$ cat config.mk
export PLATFORM = sky130hd
export DESIGN_NAME = obj_oam_writer
export DESIGN_NICKNAME = d
export VERILOG_FILES = /design/src/rtl/obj_pkg.sv /design/src/rtl/obj_write_fifo.sv /design/src/rtl/obj_oam_writer.sv
export SDC_FILE = /design/constraint.sdc
export NUM_CORES = 1
export LEC_CHECK = 0
export ABC_AREA = 1
export CAP_MARGIN = 0
export CORE_UTILIZATION = 50
export DETAILED_ROUTE_END_ITERATION = 6
export PLACE_DENSITY_LB_ADDON = 0.05
export SYNTH_ARGS = -nofsm -noshare
export SYNTH_HDL_FRONTEND = slang
export SYNTH_HIERARCHICAL = 1
export SYNTH_SLANG_ARGS = --single-unit
export TNS_END_PERCENT = 50
$ cat constraint.sdc
create_clock -name clock -period 7.4 [get_ports clock]
set_input_delay 2.22 -clock clock [delete_from_list [all_inputs] [get_ports clock]]
set_output_delay 2.22 -clock clock [all_outputs]
set_load 0.02 [all_outputs]
$ cat src/rtl/obj_pkg.sv
// Shared types for the CPU-side OAM write path: size codes, writer FSM states
// and the buffered write entry.
package obj_pkg;

   localparam int unsigned OAM_WORDS = 256;

   typedef enum logic [1:0] {
      SZ_BYTE = 2'd0,
      SZ_HALF = 2'd1,
      SZ_WORD = 2'd2,
      SZ_RSVD = 2'd3
   } wr_size_e;

   typedef enum logic [1:0] {
      ST_IDLE,
      ST_RDWAIT,
      ST_MERGE,
      ST_WRITE
   } wr_state_e;

   typedef struct packed {
      logic [$clog2(OAM_WORDS)-1:0] index;
      logic                         half;
      wr_size_e                     size;
      logic [31:0]                  data;
   } fifo_entry_t;

endpackage

$ cat src/rtl/obj_write_fifo.sv
// Small FIFO of pending OAM writes; pointers carry one extra wrap bit so that
// full and empty are distinguishable. FIFO_DEPTH must be a power of two.
module obj_write_fifo
   import obj_pkg::*;
#(
   parameter int unsigned FIFO_DEPTH = 4
) (
   input  logic        clock,
   input  logic        reset,
   input  logic        push,
   input  fifo_entry_t push_entry,
   input  logic        pop,
   output fifo_entry_t head,
   output logic        full,
   output logic        empty
);

   localparam int unsigned AW = $clog2(FIFO_DEPTH);

   logic [AW:0] wptr_q, wptr_d;
   logic [AW:0] rptr_q, rptr_d;
   fifo_entry_t mem_q [FIFO_DEPTH];
   logic        do_push, do_pop;

   assign full    = (wptr_q[AW] != rptr_q[AW]) && (wptr_q[AW-1:0] == rptr_q[AW-1:0]);
   assign empty   = (wptr_q == rptr_q);
   assign do_push = push & ~full;
   assign do_pop  = pop & ~empty;
   assign head    = mem_q[rptr_q[AW-1:0]];

   always_comb begin
      wptr_d = wptr_q + {{AW{1'b0}}, do_push};
      rptr_d = rptr_q + {{AW{1'b0}}, do_pop};
   end

   always_ff @(posedge clock) begin
      if (reset) begin
         wptr_q <= '0;
         rptr_q <= '0;
      end else begin
         wptr_q <= wptr_d;
         rptr_q <= rptr_d;
      end
   end

   always_ff @(posedge clock) begin
      if (do_push) mem_q[wptr_q[AW-1:0]] <= push_entry;
   end

endmodule

$ cat src/rtl/obj_oam_writer.sv
// Buffers CPU OAM writes and retires them into the shared OAM port when the
// OBJ lookup unit releases it; halfwords go through read-merge-write.
module obj_oam_writer
   import obj_pkg::*;
#(
   parameter int unsigned FIFO_DEPTH = 4
) (
   input  logic        clock,
   input  logic        reset,
   input  logic        wr_req,
   input  logic [9:0]  wr_addr,
   input  logic [31:0] wr_data,
   input  logic [1:0]  wr_size,
   output logic        wr_ready,
   input  logic        lookup_busy,
   output logic [9:0]  OAMaddr_w,
   output logic        OAMre,
   output logic        OAMwe,
   output logic [31:0] OAMwdata,
   input  logic [31:0] OAMdata,
   output logic        pending
);

   wr_state_e   state_q, state_d;
   logic [31:0] merge_q, merge_d;
   fifo_entry_t push_entry, head;
   wr_size_e    size_in;
   logic        grant, push, pop, full, empty;

   assign grant    = ~lookup_busy;
   assign size_in  = wr_size_e'(wr_size);
   assign wr_ready = ~full;
   assign pending  = ~empty | (state_q != ST_IDLE);

   // Byte and reserved sizes are accepted but never buffered.
   assign push = wr_req & ~full & ~reset & ((size_in == SZ_HALF) | (size_in == SZ_WORD));

   always_comb begin
      push_entry.index = wr_addr[9:2];
      push_entry.half  = (size_in == SZ_HALF) ? wr_addr[1] : 1'b0;
      push_entry.size  = size_in;
      push_entry.data  = (size_in == SZ_HALF) ? {16'h0000, wr_data[15:0]} : wr_data;
   end

   obj_write_fifo #(
      .FIFO_DEPTH (FIFO_DEPTH)
   ) u_fifo (
      .clock      (clock),
      .reset      (reset),
      .push       (push),
      .push_entry (push_entry),
      .pop        (pop),
      .head       (head),
      .full       (full),
      .empty      (empty)
   );

   always_comb begin
      state_d   = state_q;
      merge_d   = merge_q;
      pop       = 1'b0;
      OAMre     = 1'b0;
      OAMwe     = 1'b0;
      OAMaddr_w = '0;
      OAMwdata  = '0;
      case (state_q)
         ST_IDLE: begin
            if (!empty && grant) begin
               OAMaddr_w = {head.index, 2'b00};
               if (head.size == SZ_WORD) begin
                  OAMwe    = 1'b1;
                  OAMwdata = head.data;
                  pop      = 1'b1;
               end else begin
                  OAMre   = 1'b1;
                  state_d = ST_RDWAIT;
               end
            end
         end
         ST_RDWAIT: begin
            merge_d = OAMdata;
            state_d = ST_MERGE;
         end
         ST_MERGE: begin
            if (head.half) merge_d[31:16] = head.data[15:0];
            else           merge_d[15:0]  = head.data[15:0];
            state_d = ST_WRITE;
         end
         ST_WRITE: begin
            if (grant) begin
               OAMwe     = 1'b1;
               OAMaddr_w = {head.index, 2'b00};
               OAMwdata  = merge_q;
               pop       = 1'b1;
               state_d   = ST_IDLE;
            end
         end
         default: state_d = ST_IDLE;
      endcase
      // Silence the port while reset is held so an in-flight RMW never writes back.
      if (reset) begin
         pop       = 1'b0;
         OAMre     = 1'b0;
         OAMwe     = 1'b0;
         OAMaddr_w = '0;
         OAMwdata  = '0;
      end
   end

   always_ff @(posedge clock) begin
      if (reset) begin
         state_q <= ST_IDLE;
         merge_q <= '0;
      end else begin
         state_q <= state_d;
         merge_q <= merge_d;
      end
   end

endmodule

==> flow_summary.toml <==
[sta]
finClkSkew_ps = 9.125
min_period_over_period_pct = 90.28
rsz0062_at_grt = "no"
fin_tns_setup_ps = 0
hold_violations = 0
setup_violations = 0
tightest_slew_ps = 933.1
relSlewSlack_pct = 37.79
finalWorstSetupSlack_ps = 719.0
maxSlewViolCount = 0
fmax_ghz = 0.1497
period_needed_ps = 6681

[floorplan]
chipWidth_um = 137.3
die_y_um = 137.3
start_util_pct = 50.95
row_count = 49
dieArea_um2 = 18850
io_pins = 126
core_um2 = 17960

[worst_setup_path]
cp-end-kind = "primary output"
reg2reg_setup_slack_ps = 3840
cp_max_fo = 19
r2r_start = "u_fifo/rptr_q[0]$_SDFF_PP0_"
worst-endpoint-required_ps = 5180
reg2reg_depth = 10
arrival_ps = 4460
path_cells = "clkdlybuf4s50_1 > nor2_2 > buf_4 > a21oi_1 > nor3b_1 > clkdlybuf4s50_1"
crit_type = "input pin to primary output"
slowest_delay_ps = 710
start_kind = "input pin"
crit_top_cell = "clkdlybuf4s50_1"
reg2reg_to = "u_fifo/mem_q[1][40]$_DFFE_PP_"
slowest_stage = "a21oi_1"

[cells_and_area]
final_util_pct = 62.45
final_cell_mix = "172 x edfxtp_1, 167 x nand2_1, 167 x nor2_1"
seq_area_um2 = 5967
fin_nets = 1084
drive_above_1_share_pct = 7.023
n_antenna_cell = 0
filler_cell_count = 1466
area_growth_pct = 22.57
mostFrequentLayoutCell = "edfxtp_1"
stdcell_count = 1240
final_area_um2 = 11220
multi_input_area_um2 = 2706

[route]
postRouteAntennaNets = 0
wire_per_inst_um = 17.93
vias_per_cell = 5.334
routed_wl_um = 22240
drtIter0Drc = 532
drc = 0
drtPass1Iterations = 7
vias = 6614

[placement]
portBuffers = 122
place_hpwl_um = 12770
place_ws_ps = 704.8
placedInstanceArea_um2 = 10450
dp.cells = 1199
gp_congestion = 0.8054

[yosys]
ys.flop_type = "edfxtp_1"
synthesis.area_um2 = 9153
synth_warnings = 6
synth_seq_area_share_pct = 65.18
synth_enable_flop_cells = 172
synth_cells = 888
async_reset_ff_share_pct = 0
synthTopCellsByArea = "edfxtp_1 56%, dfxtp_1 8.7%, nor2_1 7.0%, nand2_1 6.8%, o21ai_0 6.3%"
synth_top_area_share_pct = 56.43
yosys.area.top_type = "edfxtp_1"
synth_area_per_cell_um2 = 10.31
yosys_register_bits = 212
yosysUniqueCellTypes = 28

[run]
max-cap-violations = 0

[clock_tree]
post_cts_buffers = 0
cts_resized = 0
cts-root-buf = "clkbuf_16"
max-clock-path-buffers = 3
cts_buffers = 23
holdBufCountCts = 0
cts_tree = "built"
clock_latency_ps = 500
clock-sinks = 212
htreeDepth = 1
clk_pin_slew_ps = 60

[min_path]
hold_end = "merge_q[6]$_SDFFE_PP0P_"
min-delay-start = "merge_q[6]$_SDFFE_PP0P_"
whs_path_depth = 2
worstHoldPathType = "flip-flop to flip-flop"

[run_status]
status = "finished, final reports clean"

[global_routing]
grt_pass1_vias = 6183
grt_max_degree = 89
gr-total-overflow = 0
grt_pass1_wl_um = 33430
gr-usage-all-layers_pct = 23.85
grt_antenna_before_repair = 0

[pwr]
p_leak_nw = 4.088
ir_worst_vdd_uv = 196.5
power_density_nw_per_um2 = 285.6
## registers in the layout, indices dropped and copies added, names as in the netlist
signal and cells:
u_fifo/mem_q 172, merge_q 32, state_q 2, u_fifo/wptr_q 3, u_fifo/rptr_q 3
## synthesized netlist by cell type (3+ instances only)
master    count
edfxtp_1    172
nor2_1      171
nand2_1     167
o21ai_0     116
o22ai_1      43
dfxtp_1      40
inv_1        39
a21oi_1      34
buf_2        17
clkbuf_1     14
buf_6        13
nor2_2       12
ha_1          9
nor3b_1       9
buf_4         4
clkbuf_2      4
nand3_1       4
inv_4         3
o21ai_1       3
xnor2_1       3
## final cells by class
type | count | share of cell area, %
repair buffers | 135 | 11.76
inverters | 44 | 1.539
flip-flops and latches | 212 | 53.19
well taps | 229 | 2.554
clock buffers | 34 | 5.855
multi-input cells | 579 | 24.12
clock inverters | 7 | 0.9815
## stage by stage
step	power, mW	hold WS (ps)
2_1_floorplan	1.880	461.4
3_3_place_gp	2.060	482.9
3_5_place_dp	2.067	493.1
4_1_cts	3.217	514.9
5_1_grt	3.348	533.3
6_report	3.204	513.6
## how the worst max path moves through the flow
stage                            from      endpoint  cells past startpoint
after detailed placement  lookup_busy  OAMaddr_w[4]                      6
final                     lookup_busy  OAMaddr_w[4]                      6
after floorplan                 reset  OAMaddr_w[2]                      4
after global routing      lookup_busy  OAMaddr_w[7]                      6
after global placement    lookup_busy  OAMaddr_w[9]                      6
after CTS                 lookup_busy  OAMaddr_w[7]                      6
## metal layers
layer / vias to the layer above / global-route usage [%] / wire length, um
li1: 3254 / - / -
met1: 3137 / 34.72 / 10400
met2: 190 / 37.71 / 10210
met3: 33 / 3.201 / 1248
met4: 0 / 6.166 / 378
met5: - / 0 / 0
## power by group
part	internal (mW)	total [mW]	switching, mW
sequential	1.39	1.44	0.0478
clock	0.716	1.15	0.437
combinational	0.186	0.610	0.424
total	2.30	3.20	0.909
## worst max-delay path, delay by kind of cell
kind | cells | cell delay (ps)
AOI/OAI and AO/OA | 1 | 710
buffers and inverters | 3 | 1340
and+or+nand+nor | 2 | 180
## logic make-up (layout without fill, tap and decap cells)
logic type / after synthesis / after routing / synth area share, %
flip-flops: 212 / 212 / 65.18
AO/OA/AOI/OAI: 197 / 197 / 11.48
other: 1 / 2 / 0.04097
adder cells (fa/ha/maj): 9 / 9 / 1.230
buffers and inverters: 98 / 220 / 5.619
AND/OR/NAND/NOR: 368 / 368 / 16.16
XOR/XNOR: 3 / 3 / 0.2871
Power figures use the tool's default switching activity.
